[config.mk]
export PLATFORM = sky130hd
export DESIGN_NAME = muldiv_seq
export DESIGN_NICKNAME = d
export VERILOG_FILES = /design/src/rtl/muldiv_pkg.sv /design/src/rtl/muldiv_step.sv /design/src/rtl/muldiv_seq.sv
export SDC_FILE = /design/constraint.sdc
export NUM_CORES = 1
export LEC_CHECK = 0
export CORE_MARGIN = 2
export CORE_UTILIZATION = 50
export CTS_CLUSTER_SIZE = 8
export DETAILED_ROUTE_END_ITERATION = 16
export GPL_ROUTABILITY_DRIVEN = 0
export PLACE_DENSITY = 0.69
export SYNTH_ARGS = -nofsm -noshare
export SYNTH_HDL_FRONTEND = slang
export SYNTH_SLANG_ARGS = --single-unit
[constraint.sdc]
create_clock -name clk -period 4.7 [get_ports clk]
set_clock_uncertainty 0.05 [all_clocks]
set_input_delay 0.47 -clock clk [delete_from_list [all_inputs] [get_ports clk]]
set_output_delay 0.47 -clock clk [all_outputs]
set_load 0.02 [all_outputs]
[src/rtl/muldiv_pkg.sv]
// muldiv_pkg: shared types and opcode decode helpers for the iterative
// RV32M multiply/divide sequencer.
//   muldiv_op_t    : funct3 encodings for MUL*/DIV*/REM*
//   muldiv_state_t : sequencer FSM states
//   is_div / is_signed_a / is_signed_b / returns_high / returns_rem : op decode
package muldiv_pkg;

    typedef enum logic [2:0] {
        OP_MUL    = 3'b000,
        OP_MULH   = 3'b001,
        OP_MULHSU = 3'b010,
        OP_MULHU  = 3'b011,
        OP_DIV    = 3'b100,
        OP_DIVU   = 3'b101,
        OP_REM    = 3'b110,
        OP_REMU   = 3'b111
    } muldiv_op_t;

    typedef enum logic [1:0] {
        IDLE  = 2'd0,
        CALC  = 2'd1,
        FIXUP = 2'd2,
        DONE  = 2'd3
    } muldiv_state_t;

    function automatic logic is_div(input muldiv_op_t op);
        return op inside {OP_DIV, OP_DIVU, OP_REM, OP_REMU};
    endfunction

    // MUL only keeps the low half, which is sign-agnostic, so it runs unsigned.
    function automatic logic is_signed_a(input muldiv_op_t op);
        return op inside {OP_MULH, OP_MULHSU, OP_DIV, OP_REM};
    endfunction

    function automatic logic is_signed_b(input muldiv_op_t op);
        return op inside {OP_MULH, OP_DIV, OP_REM};
    endfunction

    function automatic logic returns_high(input muldiv_op_t op);
        return op inside {OP_MULH, OP_MULHSU, OP_MULHU};
    endfunction

    function automatic logic returns_rem(input muldiv_op_t op);
        return op inside {OP_REM, OP_REMU};
    endfunction

endpackage

[src/rtl/muldiv_step.sv]
// muldiv_step: one combinational radix-2 iteration on unsigned magnitudes.
//   div_mode : 1 = restoring divide step, 0 = shift-add multiply step
//   hi, lo   : current accumulator halves (multiply: product hi/lo,
//              divide: partial remainder / dividend-quotient shift register)
//   m        : multiplicand (multiply) or divisor (divide) magnitude
//   hi_nxt, lo_nxt : accumulator after this iteration
module muldiv_step #(
    parameter int DATA_WIDTH = 32
) (
    input  logic                  div_mode,
    input  logic [DATA_WIDTH-1:0] hi,
    input  logic [DATA_WIDTH-1:0] lo,
    input  logic [DATA_WIDTH-1:0] m,
    output logic [DATA_WIDTH-1:0] hi_nxt,
    output logic [DATA_WIDTH-1:0] lo_nxt
);
    localparam int W = DATA_WIDTH;

    logic [W:0]   sum;
    logic [W:0]   shifted;
    logic [W+1:0] trial;
    logic         unused_trial_bit;

    always_comb begin
        // Multiply: add multiplicand when the current multiplier bit is set,
        // keeping the carry so it shifts into the top of hi.
        sum     = {1'b0, hi} + (lo[0] ? {1'b0, m} : {(W+1){1'b0}});
        // Divide: bring the next dividend bit into the partial remainder.
        // The shifted value may need W+1 bits, so the trial subtract is
        // done one bit wider again to expose the borrow.
        shifted = {hi, lo[W-1]};
        trial   = {1'b0, shifted} - {2'b00, m};
        // A successful subtract always leaves a value below the divisor.
        unused_trial_bit = trial[W];

        if (div_mode) begin
            if (trial[W+1]) begin
                hi_nxt = shifted[W-1:0];  // restore
                lo_nxt = {lo[W-2:0], 1'b0};
            end else begin
                hi_nxt = trial[W-1:0];
                lo_nxt = {lo[W-2:0], 1'b1};
            end
        end else begin
            hi_nxt = sum[W:1];
            lo_nxt = {sum[0], lo[W-1:1]};
        end
    end

endmodule

[src/rtl/muldiv_seq.sv]
// muldiv_seq: iterative RV32M multiply/divide sequencer (MUL*/DIV*/REM*).
// One radix-2 step per cycle over DATA_WIDTH cycles on operand magnitudes,
// followed by a sign-fixup cycle and a one-cycle done pulse.
//   clk, rst (sync, active-high)
//   start  : request, accepted in IDLE or DONE (DONE allows back-to-back)
//   kill   : flush; aborts CALC/FIXUP and wins over start
//   op     : funct3 (muldiv_op_t)
//   opA/opB: rs1/rs2, sampled only when a request is accepted
//   busy   : high in CALC and FIXUP
//   done   : one-cycle pulse with result/dbz valid
//   result : registered result, held until the next completion
//   dbz    : divide-by-zero flag, held with result
// Optional build macro MULDIV_FASTPATH_EN: divide-by-zero, signed overflow
// and multiply by zero skip CALC (IDLE -> FIXUP -> DONE).
module muldiv_seq
    import muldiv_pkg::*;
#(
    parameter int DATA_WIDTH = 32
) (
    input  logic                  clk,
    input  logic                  rst,
    input  logic                  start,
    input  logic                  kill,
    input  logic [2:0]            op,
    input  logic [DATA_WIDTH-1:0] opA,
    input  logic [DATA_WIDTH-1:0] opB,
    output logic                  busy,
    output logic                  done,
    output logic [DATA_WIDTH-1:0] result,
    output logic                  dbz
);
    localparam int W     = DATA_WIDTH;
    localparam int CNT_W = $clog2(DATA_WIDTH) + 1;

    muldiv_state_t    state;
    logic [CNT_W-1:0] cnt;

    // Operation context captured at acceptance
    muldiv_op_t op_q;
    logic       neg_q;
    logic       dbz_q;
    logic [W-1:0] m_q;
    logic [W-1:0] hi_q;
    logic [W-1:0] lo_q;
    logic [W-1:0] hi_step;
    logic [W-1:0] lo_step;

    // Acceptance-time decode of the incoming request
    muldiv_op_t   op_in;
    logic         div_in;
    logic         sign_a;
    logic         sign_b;
    logic         div0_in;
    logic         neg_in;
    logic [W-1:0] mag_a;
    logic [W-1:0] mag_b;
    logic         accept;
    logic         fast;

    assign op_in = muldiv_op_t'(op);

    always_comb begin
        div_in  = is_div(op_in);
        sign_a  = is_signed_a(op_in) & opA[W-1];
        sign_b  = is_signed_b(op_in) & opB[W-1];
        mag_a   = sign_a ? -opA : opA;
        mag_b   = sign_b ? -opB : opB;
        div0_in = div_in && (opB == '0);
        // Remainder follows the dividend; product and quotient follow the XOR.
        if (div_in && returns_rem(op_in)) neg_in = sign_a;
        else                              neg_in = sign_a ^ sign_b;
    end

    assign accept = (state == IDLE || state == DONE) && start && !kill;

`ifdef MULDIV_FASTPATH_EN
    logic ovf_in;
    logic mulz_in;
    assign ovf_in  = div_in && is_signed_a(op_in) &&
                     (opA == {1'b1, {(W-1){1'b0}}}) && (opB == '1);
    assign mulz_in = !div_in && ((opA == '0) || (opB == '0));
    assign fast    = div0_in || ovf_in || mulz_in;
`else
    assign fast = 1'b0;
`endif

    muldiv_step #(.DATA_WIDTH(W)) u_step (
        .div_mode (is_div(op_q)),
        .hi       (hi_q),
        .lo       (lo_q),
        .m        (m_q),
        .hi_nxt   (hi_step),
        .lo_nxt   (lo_step)
    );

    // Datapath registers: loaded at acceptance, stepped in CALC
    always_ff @(posedge clk) begin
        if (accept) begin
            op_q  <= op_in;
            neg_q <= neg_in;
            dbz_q <= div0_in;
            m_q   <= div_in ? mag_b : mag_a;
            hi_q  <= '0;
            lo_q  <= div_in ? mag_a : mag_b;
            // Preload what the full iteration would have produced; signed
            // overflow already has |opA| as its quotient magnitude.
            if (fast) begin
                if (div0_in) begin
                    hi_q <= mag_a;
                    lo_q <= '1;
                end else if (!div_in) begin
                    lo_q <= '0;
                end
            end
        end else if (state == CALC) begin
            hi_q <= hi_step;
            lo_q <= lo_step;
        end
    end

    // Sign correction and result selection
    logic [2*W-1:0] prod;
    logic [W-1:0]   divres;
    logic [W-1:0]   fix_val;

    always_comb begin
        prod   = neg_q ? -{hi_q, lo_q} : {hi_q, lo_q};
        divres = returns_rem(op_q) ? hi_q : lo_q;
        if (neg_q) divres = -divres;
        if (is_div(op_q)) begin
            // Quotient of x/0 is all ones regardless of the dividend sign;
            // the remainder naturally comes back as opA.
            if (dbz_q && !returns_rem(op_q)) fix_val = '1;
            else                             fix_val = divres;
        end else begin
            fix_val = returns_high(op_q) ? prod[2*W-1:W] : prod[W-1:0];
        end
    end

    // Control FSM with registered outputs
    always_ff @(posedge clk) begin
        if (rst) begin
            state  <= IDLE;
            cnt    <= '0;
            busy   <= 1'b0;
            done   <= 1'b0;
            result <= '0;
            dbz    <= 1'b0;
        end else begin
            done <= 1'b0;
            case (state)
                IDLE, DONE: begin
                    if (accept) begin
                        busy  <= 1'b1;
                        cnt   <= CNT_W'(W);
                        state <= fast ? FIXUP : CALC;
                    end else begin
                        busy  <= 1'b0;
                        state <= IDLE;
                    end
                end
                CALC: begin
                    if (kill) begin
                        busy  <= 1'b0;
                        state <= IDLE;
                    end else begin
                        cnt <= cnt - CNT_W'(1);
                        if (cnt == CNT_W'(1)) state <= FIXUP;
                    end
                end
                FIXUP: begin
                    busy <= 1'b0;
                    if (kill) begin
                        state <= IDLE;
                    end else begin
                        result <= fix_val;
                        dbz    <= dbz_q;
                        done   <= 1'b1;
                        state  <= DONE;
                    end
                end
                default: begin
                    busy  <= 1'b0;
                    state <= IDLE;
                end
            endcase
        end
    end

endmodule
======== Word-level counts from Yosys, hierarchy flattened ========
Cells that the tools add are included.
Widths: inputs -> output; s select.
word-level totals
  logic and storage cells ................. 98
  output and inout bits ................... 35
  register bits ........................... 144
  bits of input ports ..................... 71
operators by class
  add/subtract/negate cells ............... 7
  reduce and logical (&&, ||, !) cells .... 23
  bitwise operators ....................... 5
  muxes and demuxes ....................... 30
  equal/unequal tests ..................... 21
operators with widths
  cell                 number
  $mux 32              15
  $neg 32->32          3
  $mux 64              1
  $neg 64->64          1
  $sub 33x32->34       1
  $add 32x33->33       1
  $logic_not 32->1     1
  $eq 3x3->1 const B   8
  $mux 6               2
  $pmux 6 s2           1
  $reduce_bool 4->1    3
  $eq 3x2->1 const B   3
  $reduce_bool 2->1    4
  $eq 3x1->1 const B   2
  $eq 6x1->1 const B   1
  $mux 1               6
  $mux 2               3
  $ne 2x2->1 const B   3
  $pmux 2 s3           1
  $reduce_bool 3->1    2
  $sub 6x1->6 const B  1
  $logic_and 1x1->1    5
  $eq 2x2->1 const B   2
  $reduce_or 2->1      2
  11 further kinds     14

======== Longest topological paths before layout ========
Gate-level depths: netlist of the first run.
  depth after elaboration ................. 7
  mapped depth ............................ 16
  mapped depth without buffers ............ 12

======== Cells and area by module ========
Synthesis of the first run repeated with hierarchy kept, for this count alone.
second synthesis, totals
  cells, all modules ...................... 2063
  area total of the unflattened synthesis .. 16097.9 um^2
modules (own cells, without submodules)
  module       times used  seq. area each (um^2)  area an instance (um^2)  cells each
  muldiv_seq   1           3573.4                 11421.0                  1374
  muldiv_step  1           0.0                    4677.0                   689

======== Least setup slack after synthesis of the first run ========
Ideal clock, no wire load.
  path type ............................... flip-flop to flip-flop
  start ................................... reg op_q[2]
  end ..................................... reg result[24]
  slack ................................... 890 ps
  arrival time ............................ 3642 ps
  clock period less this slack ............ 3810 ps
  data required time ...................... 4533 ps
  setup time .............................. 117 ps
  stages on the path, launching flop included .. 17
  path buffers ............................ 5
  cell sequence ........................... edfxtp_1 -> buf_2 -> buf_4 -> nand2_1 -> buf_1 -> buf_2 -> buf_2 -> a21boi_0 -> ha_1 -> o21ai_1 -> or2_1 -> or3_1 -> or3b_1 -> o31ai_1 -> xnor2_1 -> nand2_1 -> a32o_1
on the way
  word-level cells in the longest chain between the ends .. 7
  elaborated cells between the ends (all ways) .. 18
  those cells by class .................... add/sub: 1; eq/ne: 7; mux: 5; reduce/logical: 5
ends and longest elaborated chain
  what                    line                                RTL
  start, declared         muldiv_seq.sv:39                    muldiv_op_t op_q;
  start signal, assigned  muldiv_seq.sv:99                    op_q <= op_in;
  $eq 3x3->1              muldiv_pkg.sv:27, muldiv_pkg.sv:44
  $reduce_bool 2->1       muldiv_pkg.sv:44                    return op inside {OP_REM, OP_REMU};
  $mux 32                 muldiv_seq.sv:128                   divres = returns_rem(op_q) ? hi_q : lo_q;
  $neg 32->32             muldiv_seq.sv:129                   if (neg_q) divres = -divres;
  $mux 32                 muldiv_seq.sv:129
  $mux 32                 muldiv_seq.sv:133                   if (dbz_q && !returns_rem(op_q)) fix_val = '1;
  $mux 32 *               muldiv_seq.sv:130                   if (is_div(op_q)) begin
  end signal, assigned    muldiv_seq.sv:176                   result <= fix_val;
  end, declared           muldiv_seq.sv:29                    output logic [DATA_WIDTH-1:0] result,
Mark *: on every way between the ends. The rest lies on a longest branch, timed or not.
A chain may end at the register's enable or synchronous reset.

======== Worst setup path in the final report of the first run ========
  start ................................... reg lo_q[31]
  end ..................................... reg lo_q[0] (data pin)
on the way
  word-level cells in the longest chain between the ends .. 5
ends and longest elaborated chain
  what                    line               RTL
  start, declared         muldiv_seq.sv:44   logic [W-1:0] lo_q;
  start signal, assigned  muldiv_seq.sv:104  lo_q <= div_in ? mag_a : mag_b;
  start signal, assigned  muldiv_seq.sv:117  lo_q <= lo_step;
  $sub 33x32->34          muldiv_step.sv:32  trial = {1'b0, shifted} - {2'b00, m};
  $mux 1                  muldiv_step.sv:37  if (trial[W+1]) begin
  $mux 32                 muldiv_step.sv:36  if (div_mode) begin
  $mux 32                 muldiv_seq.sv:115  end else if (state == CALC) begin
  $mux 32                 muldiv_seq.sv:98   if (accept) begin
Every way passes these cells. The select of a mux whose other input is x is not followed.

==> impl_metrics.py, run 1 <==
metrics = {
    "setup_path": {
        "r2r_slack_ns": 0.51,
        "reg2reg_depth": 12,
        "startpoint_type": "register",
        "critPathArrivalTime_ns": 4.31,
        "crit_type": "reg -> reg",
        "cp.required_ns": 4.82,
        "crit_fanout": 24,
        "critPathCaptureType": "register",
    },
    "logic_synthesis": {
        "yosys.area_share.simple": 0.183,
        "synth_xor_area_frac": 0.120,
        "yosys-top-cells-area": "edfxtp_1, dfxtp_1, mux2i_1",
        "synth_compound_area_frac": 0.256,
        "ys.warnings.count": 0,
        "yosysSeqAreaShare": 0.241,
        "synth_mux_area_frac": 0.0814,
        "synth.largest_area_cell": "edfxtp_1",
        "synth_edf_count": 69,
        "ys_ff_latch": 144,
        "synthAdderAreaFrac": 0.0636,
        "avgSynthCellArea_um2": 7.74,
        "async_flop_share": 0,
        "synthDistinctLibCells": 78,
        "syn_nets": 2056,
        "syn_area_um2": 14800,
        "synth.top_cell.area_share": 0.140,
        "synth_top_family_by_area": "compound AO/OA/AOI/OAI gates",
        "synth_flop_cell": "dfxtp_1",
        "syn_inst": 1911,
    },
    "pwr": {
        "p_seq_frac": 0.311,
        "p_int_mw": 3.25,
        "switchingPower_mw": 2.36,
        "p_clk_frac": 0.267,
        "p_leak_nw": 6.76,
        "ir_drop_mv": 0.267,
        "switching_share": 0.421,
        "cellPowerDensity_nw_per_um2": 335,
        "combPwrFrac": 0.422,
    },
    "cts": {
        "cts_root_buf": "clkbuf_16",
        "cts_tree": "done",
        "cts.path.max_buffers": 2,
        "cts_buffers": 17,
        "holdBufCountCts": 0,
        "htree_levels": 4,
        "clk_latency_ns": 0.45,
        "cts_resized": 0,
        "cts_sinks": 144,
        "cts_setup_buffers": 0,
        "path_clk_slew_ns": 0.07,
    },
    "hold_path": {
        "hold_path_class": "reg -> reg",
        "min_path_cells": 2,
    },
    "place": {
        "place_ws_ns": 0.601,
        "io_buffers": 105,
        "dp_hpwl_mm": 37.5,
    },
    "layout": {
        "fin_nets": 2086,
        "antenna_cells": 0,
        "layout_common_cells": "nor2_1, nand2_1, a21oi_1",
        "fin_util": 0.579,
        "drive_gt1_frac": 0.0542,
        "final_common_cell": "nor2_1",
        "area.growth.synth_to_final_pct": 13.2,
        "fillers": 2669,
    },
    "detailed_routing": {
        "num_vias": 15200,
        "drtPass1Iterations": 6,
        "drt-initial-drc-count": 1848,
        "ant_nets": 0,
        "finalWirelength_mm": 50.4,
        "wl_per_cell_um": 21.5,
        "drc_errors": 0,
        "vias_per_cell": 6.50,
    },
    "floorplan": {
        "ios": 106,
        "dieArea_um2": 31000,
        "initial_core_util": 0.511,
        "chipWidth_um": 176,
        "rows": 62,
        "coreArea_um2": 28900,
        "dieHeight_um": 176,
    },
    "timing": {
        "relSlewSlack": 0.266,
        "period_needed_ns": 4.19,
        "fin_crit_sh": 0.892,
        "fmax_mhz": 239,
        "fin_ws_ns": 0.507,
        "rsz0062_at_grt": "false",
        "tightest_slew_ns": 1.10,
        "hold_viol_final": 0,
        "setup_viol": 0,
        "finalSetupTns_ns": 0,
        "whs_ns": 0.392,
        "slew_viol_final": 0,
    },
    "job": {
        "drv_cap": 0,
    },
    "global_routing": {
        "grt_pass1_vias": 14000,
        "antenna_found_initial": 1,
        "grt_max_degree": 78,
        "grtUsageTotal": 0.320,
        "grt.overflow.total": 0,
        "grt_pass1_wl_mm": 78.0,
    },
    "status": {
        "status": "complete, no violations",
    },
}
==> per-stage QoR <==
| stage | cell area [µm²] | instances | power, mW |
|---|---|---|---|
| floorplan | 14800 | 1911 | 3.36 |
| global placement | 16100 | 2306 | 4.00 |
| detailed placement | 16100 | 2306 | 4.05 |
| CTS | 16800 | 2338 | 5.54 |
| global route | 16800 | 2338 | 5.88 |
| finish | 16800 | 2338 | 5.61 |
==> synth_stat cells (all sizes together), types with 5 or more instances <==
| master | number |
|---|---|
| o211ai | 10 |
| buf | 29 |
| o21bai | 7 |
| nand2b | 24 |
| o22ai | 9 |
| or2 | 11 |
| a22oi | 7 |
| or3 | 22 |
| a221oi | 31 |
| nor2 | 185 |
| nor4bb | 5 |
| a31oi | 20 |
| xnor2 | 105 |
| ha | 72 |
| a211o | 5 |
| inv | 69 |
| nor2b | 7 |
| o21ai | 159 |
| clkbuf | 105 |
| and2 | 7 |
| a21oi | 162 |
| dfxtp | 75 |
| edfxtp | 69 |
| a41oi | 5 |
| nand4 | 11 |
| a21o | 45 |
| xor2 | 98 |
| and3 | 7 |
| a211oi | 20 |
| a31o | 5 |
| o41ai | 16 |
| or4 | 9 |
| and4 | 6 |
| o31ai | 37 |
| o21a | 10 |
| nor4 | 28 |
| nand2 | 169 |
| mux2i | 117 |
| o221ai | 9 |
| nand3 | 26 |
| nor3 | 44 |
==> final cells by class <==
cell class / count / area [µm²] / share of cell area
clock buffer: 18 / 450 / 0.0269
clock inverter: 14 / 181 / 0.0108
inverter: 70 / 263 / 0.0157
multi-input combinational: 1563 / 10500 / 0.624
sequential: 144 / 3570 / 0.213
tap: 384 / 480 / 0.0287
timing repair buffer: 145 / 1350 / 0.0804
==> path summary, 6_finish.rpt <==
check                          start                       to
min reg2reg  result[26]$_SDFFE_PP0P_  result[26]$_SDFFE_PP0P_
max               lo_q[31]$_DFFE_PP_        lo_q[0]$_DFFE_PP_
min          result[26]$_SDFFE_PP0P_  result[26]$_SDFFE_PP0P_
max reg2reg       lo_q[31]$_DFFE_PP_        lo_q[0]$_DFFE_PP_
==> per-layer routing <==
| metal | global-route usage | part of all wire |
|---|---|---|
| met5 | 0 | 0.00026 |
| met4 | 0.170 | 0.054 |
| met3 | 0.0553 | 0.099 |
| met2 | 0.481 | 0.42 |
| met1 | 0.437 | 0.42 |
==> registers in the layout (all words and copies together), names as in the netlist <==
| name | cells |
|---|---|
| neg_q | 1 |
| state | 2 |
| op_q | 3 |
| done | 1 |
| lo_q | 32 |
| dbz_q | 1 |
| dbz | 1 |
| hi_q | 32 |
| cnt | 6 |
| busy | 1 |
| m_q | 32 |
| result | 32 |
==> critical path: stages (launching register included) <==
cell      delay (ns)
edfxtp_1        0.55
inv_1           0.20
ha_1            0.23
nor2b_1         0.08
o31a_1          0.29
o311ai_0        0.58
a21oi_1         0.30
a22oi_1         0.57
o21ai_0         0.27
a21oi_2         0.22
buf_4           0.34
a211o_1         0.14
o21ai_0         0.08
==> cell families after synthesis <==
logic type | Yosys count
buffers and inverters | 204
AND/OR/NAND/NOR | 572
AO/OA/AOI/OAI | 594
XOR/XNOR | 203
multiplexers | 120
adder cells (fa/ha/maj) | 74
flip-flops | 144
==> power groups by stage <==
stage	clock network (mW)	registers, mW	logic, mW
after detailed placement	0	1.76	2.29
after global routing	1.55	1.75	2.58
after global placement	0	1.75	2.25
after CTS	1.51	1.73	2.30
after floorplan	0	1.57	1.79
final	1.50	1.75	2.37
(Power assumes the default switching activity.)
==> run 2: changes to the inputs <==
PLACE_DENSITY = 0.7   (was 0.69)
==> run 2 against run 1 <==
Die area unchanged. Setup slack gained 0.18 ns. Clock power fell by 5%. Power down 0.94%.
==> impl_metrics.py, run 2 (synthesis gave the netlist of run 1 again) <==
metrics = {
    "setup_path": {
        "crit_type": "reg -> reg",
        "worstReg2RegEnd": "result[27]$_SDFFE_PP0P_",
        "startpoint_type": "register",
        "critPathArrivalTime_ns": 4.33,
        "r2r_slack_ns": 0.69,
        "reg2reg_from": "op_q[2]$_DFFE_PP_",
        "cp.required_ns": 5.02,
        "reg2reg_depth": 10,
        "critPathCaptureType": "register",
        "crit_fanout": 21,
    },
    "pwr": {
        "p_seq_frac": 0.313,
        "cellPowerDensity_nw_per_um2": 331,
        "ir_drop_mv": 0.311,
        "switching_share": 0.436,
        "combPwrFrac": 0.429,
        "p_int_mw": 3.14,
        "p_leak_nw": 6.78,
        "switchingPower_mw": 2.42,
        "p_clk_frac": 0.258,
    },
    "layout": {
        "antenna_cells": 0,
        "multi_input_area_um2": 10500,
        "layout_common_cells": "nor2_1, nand2_1, a21oi_1",
        "final_area_um2": 16800,
        "fillers": 2652,
        "drive_gt1_frac": 0.0576,
        "fin_nets": 2093,
        "area.growth.synth_to_final_pct": 13.4,
        "final_common_cell": "nor2_1",
        "register_area_um2": 3570,
        "stdcell_count": 2345,
    },
    "global_routing": {
        "grt_pass1_wl_mm": 79.6,
        "grt.overflow.total": 0,
        "top_usage_layer": "met2",
        "globalRouteMet1Util": 0.443,
        "antenna_found_initial": 0,
        "use_met3": 0.0616,
        "grt_pass1_vias": 14300,
        "met2_usage": 0.496,
        "grt_max_degree": 78,
        "grtUsageTotal": 0.325,
    },
    "floorplan": {
        "chipWidth_um": 176,
        "coreArea_um2": 28900,
        "ios": 106,
        "dieHeight_um": 176,
        "rows": 62,
        "dieArea_um2": 31000,
        "initial_core_util": 0.511,
    },
    "timing": {
        "setup_viol": 0,
        "rsz0062_at_grt": "false",
        "slew_viol_final": 0,
        "finalSetupTns_ns": 0,
        "relSlewSlack": 0.255,
        "fmax_mhz": 249,
        "fin_crit_sh": 0.853,
        "tightest_slew_ns": 1.12,
        "period_needed_ns": 4.01,
        "hold_viol_final": 0,
    },
    "cts": {
        "cts_setup_buffers": 0,
        "cts_buffers": 17,
        "clk_latency_ns": 0.45,
        "holdBufCountCts": 0,
        "cts.path.max_buffers": 2,
        "cts_root_buf": "clkbuf_16",
        "htree_levels": 4,
        "cts_tree": "done",
        "path_clk_slew_ns": 0.08,
        "cts_resized": 0,
        "cts_sinks": 144,
    },
    "hold_path": {
        "hold_path_class": "reg -> reg",
        "worstHoldStart": "result[8]$_SDFFE_PP0P_",
        "whs_endpoint": "result[8]$_SDFFE_PP0P_",
        "min_path_cells": 2,
    },
    "place": {
        "dp_hpwl_mm": 38.0,
        "placed_cell_area_um2": 16200,
        "dp.cells": 2313,
        "io_buffers": 105,
    },
    "detailed_routing": {
        "wl_per_cell_um": 21.8,
        "vias_per_cell": 6.53,
        "finalWirelength_mm": 51.1,
        "drc_errors": 0,
        "num_vias": 15300,
        "drt-initial-drc-count": 2094,
        "ant_nets": 0,
        "drtPass1Iterations": 6,
    },
    "status": {
        "status": "complete, no violations",
    },
    "job": {
        "drv_cap": 0,
    },
}
## run 2: worst max-delay path, stage by stage (launching register included)
cell	delay (ns)
edfxtp_1	0.71
and2_1	0.48
buf_4	0.34
a21oi_1	0.13
or3_1	0.43
or3_1	0.49
nor4_1	0.52
nor2_1	0.11
xor2_1	0.18
a221o_1	0.35
a21oi_1	0.14
## run 2: area by class of cell
| cell class | count | area share |
|---|---|---|
| timing repair buffer | 152 | 0.0833 |
| clock buffer | 17 | 0.0253 |
| multi-input combinational | 1563 | 0.623 |
| tap | 384 | 0.0286 |
| clock inverter | 15 | 0.0113 |
| sequential | 144 | 0.213 |
| inverter | 70 | 0.0157 |
## run 2: metrics by stage
stage / total power [mW] / util / setup WS (ns) / hold WS [ns]
after floorplan: 3.36 / - / 0.890 / 0.399
after global placement: 4.01 / 0.559 / 0.854 / 0.376
after detailed placement: 4.05 / 0.559 / 0.667 / 0.380
after CTS: 5.48 / 0.580 / 0.843 / 0.391
after global routing: 5.83 / 0.580 / 0.525 / 0.417
final: 5.56 / 0.580 / 0.691 / 0.387
## run 2: worst max-delay path by stage
stage,end,start,cells past startpoint
finish,result[27]$_SDFFE_PP0P_,op_q[2]$_DFFE_PP_,10
global placement,lo_q[22]$_DFFE_PP_,opB[0],11
CTS,hi_q[30]$_SDFFE_PP0P_,lo_q[31]$_DFFE_PP_,12
floorplan,result[24]$_SDFFE_PP0P_,op_q[2]$_DFFE_PP_,16
global route,hi_q[31]$_SDFFE_PP0P_,lo_q[0]$_DFFE_PP_,13
detailed placement,lo_q[22]$_DFFE_PP_,opB[0],11
## run 2: power by group through the flow
| stage | clock network, mW | registers (mW) | logic [mW] |
|---|---|---|---|
| final | 1.43 | 1.74 | 2.38 |
| after global routing | 1.49 | 1.75 | 2.59 |
| after CTS | 1.44 | 1.72 | 2.32 |
| after detailed placement | 0 | 1.75 | 2.30 |
| after global placement | 0 | 1.75 | 2.26 |
| after floorplan | 0 | 1.57 | 1.79 |
## run 2: metal layers
metal / part of all wire / wire, µm / vias to the layer above
met5: 0 / 0 / -
met4: 0.049 / 2500 / 0
met3: 0.11 / 5500 / 150
met2: 0.43 / 21800 / 1007
met1: 0.42 / 21300 / 7081
li1: - / - / 7072
==> run 3: changes to the inputs <==
CORE_ASPECT_RATIO = 1.1   (was unset)
==> run 3 against run 2 <==
Combinational power hardly changed. Highest routed layer unchanged. Largest power group unchanged. Setup slack worse by 0.071 ns. Clock power hardly changed. Final cell count is 0.47% lower. Register-to-register slack worse by 0.07 ns.
==> impl_metrics.py, run 3 (synthesis gave the netlist of run 1 again) <==
metrics = {
    "status": {
        "status": "complete, no violations",
    },
    "place": {
        "dp_hpwl_mm": 37.8,
        "io_buffers": 105,
    },
    "layout": {
        "final_common_cell": "nor2_1",
        "fin_util": 0.572,
        "fillers": 2712,
        "fin_nets": 2091,
        "layout_common_cells": "nor2_1, nand2_1, a21oi_1",
        "drive_gt1_frac": 0.0567,
        "area.growth.synth_to_final_pct": 13.3,
    },
    "timing": {
        "relSlewSlack": 0.333,
        "setup_viol": 0,
        "fmax_mhz": 245,
        "period_needed_ns": 4.08,
        "whs_ns": 0.389,
        "slew_viol_final": 0,
        "fin_crit_sh": 0.868,
        "tightest_slew_ns": 0.999,
        "rsz0062_at_grt": "false",
        "hold_viol_final": 0,
        "finalSetupTns_ns": 0,
    },
    "setup_path": {
        "startpoint_type": "register",
        "reg2reg_from": "lo_q[31]$_DFFE_PP_",
        "worstReg2RegEnd": "hi_q[30]$_SDFFE_PP0P_",
        "crit_type": "reg -> reg",
        "crit_start": "lo_q[31]$_DFFE_PP_",
        "endpoint": "hi_q[30]$_SDFFE_PP0P_",
        "critPathCaptureType": "register",
        "reg2reg_depth": 12,
        "critPathArrivalTime_ns": 4.40,
        "r2r_slack_ns": 0.62,
        "crit_fanout": 9,
        "cp.required_ns": 5.02,
    },
    "cts": {
        "cts_tree": "done",
        "htree_levels": 4,
        "cts_root_buf": "clkbuf_16",
        "cts.path.max_buffers": 2,
        "holdBufCountCts": 0,
        "cts_setup_buffers": 0,
        "path_clk_slew_ns": 0.07,
        "cts_buffers": 17,
        "cts_resized": 0,
        "cts_sinks": 144,
        "clk_latency_ns": 0.45,
    },
    "floorplan": {
        "rows": 66,
        "dieArea_um2": 31000,
        "coreArea_um2": 29300,
        "dieHeight_um": 184,
        "ios": 106,
        "chipWidth_um": 168,
        "initial_core_util": 0.505,
    },
    "detailed_routing": {
        "vias_per_cell": 6.54,
        "dr.max_layer_used": "met4",
        "drc_errors": 0,
        "dr_wl_met3_mm": 4.64,
        "ant_nets": 0,
        "drtPass1Iterations": 6,
        "wl_met2_mm": 22.3,
        "finalWirelength_mm": 50.7,
        "wl_per_cell_um": 21.7,
        "drt-met1-wl_mm": 20.5,
        "num_vias": 15300,
        "drt-initial-drc-count": 1453,
    },
    "global_routing": {
        "grt_pass1_wl_mm": 79.1,
        "grt_pass1_vias": 14200,
        "grt.overflow.total": 0,
        "antenna_found_initial": 0,
        "grtUsageTotal": 0.325,
        "grt_max_degree": 78,
    },
    "pwr": {
        "cellPowerDensity_nw_per_um2": 331,
        "p_leak_nw": 6.77,
        "finalPower_mw": 5.54,
        "ir_drop_mv": 0.208,
    },
    "hold_path": {
        "hold_path_class": "reg -> reg",
    },
    "job": {
        "drv_cap": 0,
    },
}
-- run 3: layout make-up --
class	count	area, µm²	share of cell area
Clock buffer	17	425	0.0254
Sequential cell	144	3570	0.213
Tap cell	374	468	0.0279
Antenna cell	1	2.50	0.000149
Multi-Input combinational cell	1563	10500	0.624
Timing Repair Buffer	150	1400	0.0833
Inverter	70	263	0.0157
Clock inverter	15	175	0.0105
-- run 3: worst max-delay path, cell delays in order, from the launching register on --
cell and delay (ns):
edfxtp_1 0.52, inv_1 0.14, ha_1 0.24, fa_1 0.40, nand2b_1 0.21, a21oi_1 0.22, o21ai_0 0.19, o21ai_0 0.61
a31o_2 0.29, a2111oi_0 0.18, o41ai_1 0.42, mux2_2 0.39, a21oi_1 0.15
-- run 3: per-layer routing --
metal / vias up / GRT usage
met1: 7078 / 0.425
li1: 7066 / -
met3: 167 / 0.0453
met5: - / 0
met2: 958 / 0.513
met4: 0 / 0.191
-- run 3: worst min path at each step --
| stage | from | end | slack, ns | depth (start not counted) |
|---|---|---|---|---|
| floorplan | state[1]$_SDFFE_PP0P_ | state[1]$_SDFFE_PP0P_ | 0.40 | 2 |
| global placement | result[8]$_SDFFE_PP0P_ | result[8]$_SDFFE_PP0P_ | 0.38 | 2 |
| detailed placement | result[8]$_SDFFE_PP0P_ | result[8]$_SDFFE_PP0P_ | 0.39 | 2 |
| CTS | result[8]$_SDFFE_PP0P_ | result[8]$_SDFFE_PP0P_ | 0.39 | 2 |
| global route | result[26]$_SDFFE_PP0P_ | result[26]$_SDFFE_PP0P_ | 0.41 | 2 |
| finish | result[8]$_SDFFE_PP0P_ | result[8]$_SDFFE_PP0P_ | 0.39 | 2 |
-- run 3: where the power goes --
group / total (mW) / internal (mW) / switching, mW
combinational: 2.38 / 0.955 / 1.43
clock: 1.42 / 0.798 / 0.622
sequential: 1.74 / 1.46 / 0.278
-- run 3: stage by stage --
stage          std cells  setup slack (ns)  area, µm²
4_1_cts             2333             0.667      16800
6_report            2334             0.620      16800
3_5_place_dp        2301             0.764      16200
5_1_grt             2333             0.414      16800
2_1_floorplan       1911             0.890      14800
3_3_place_gp        2301             0.866      16200
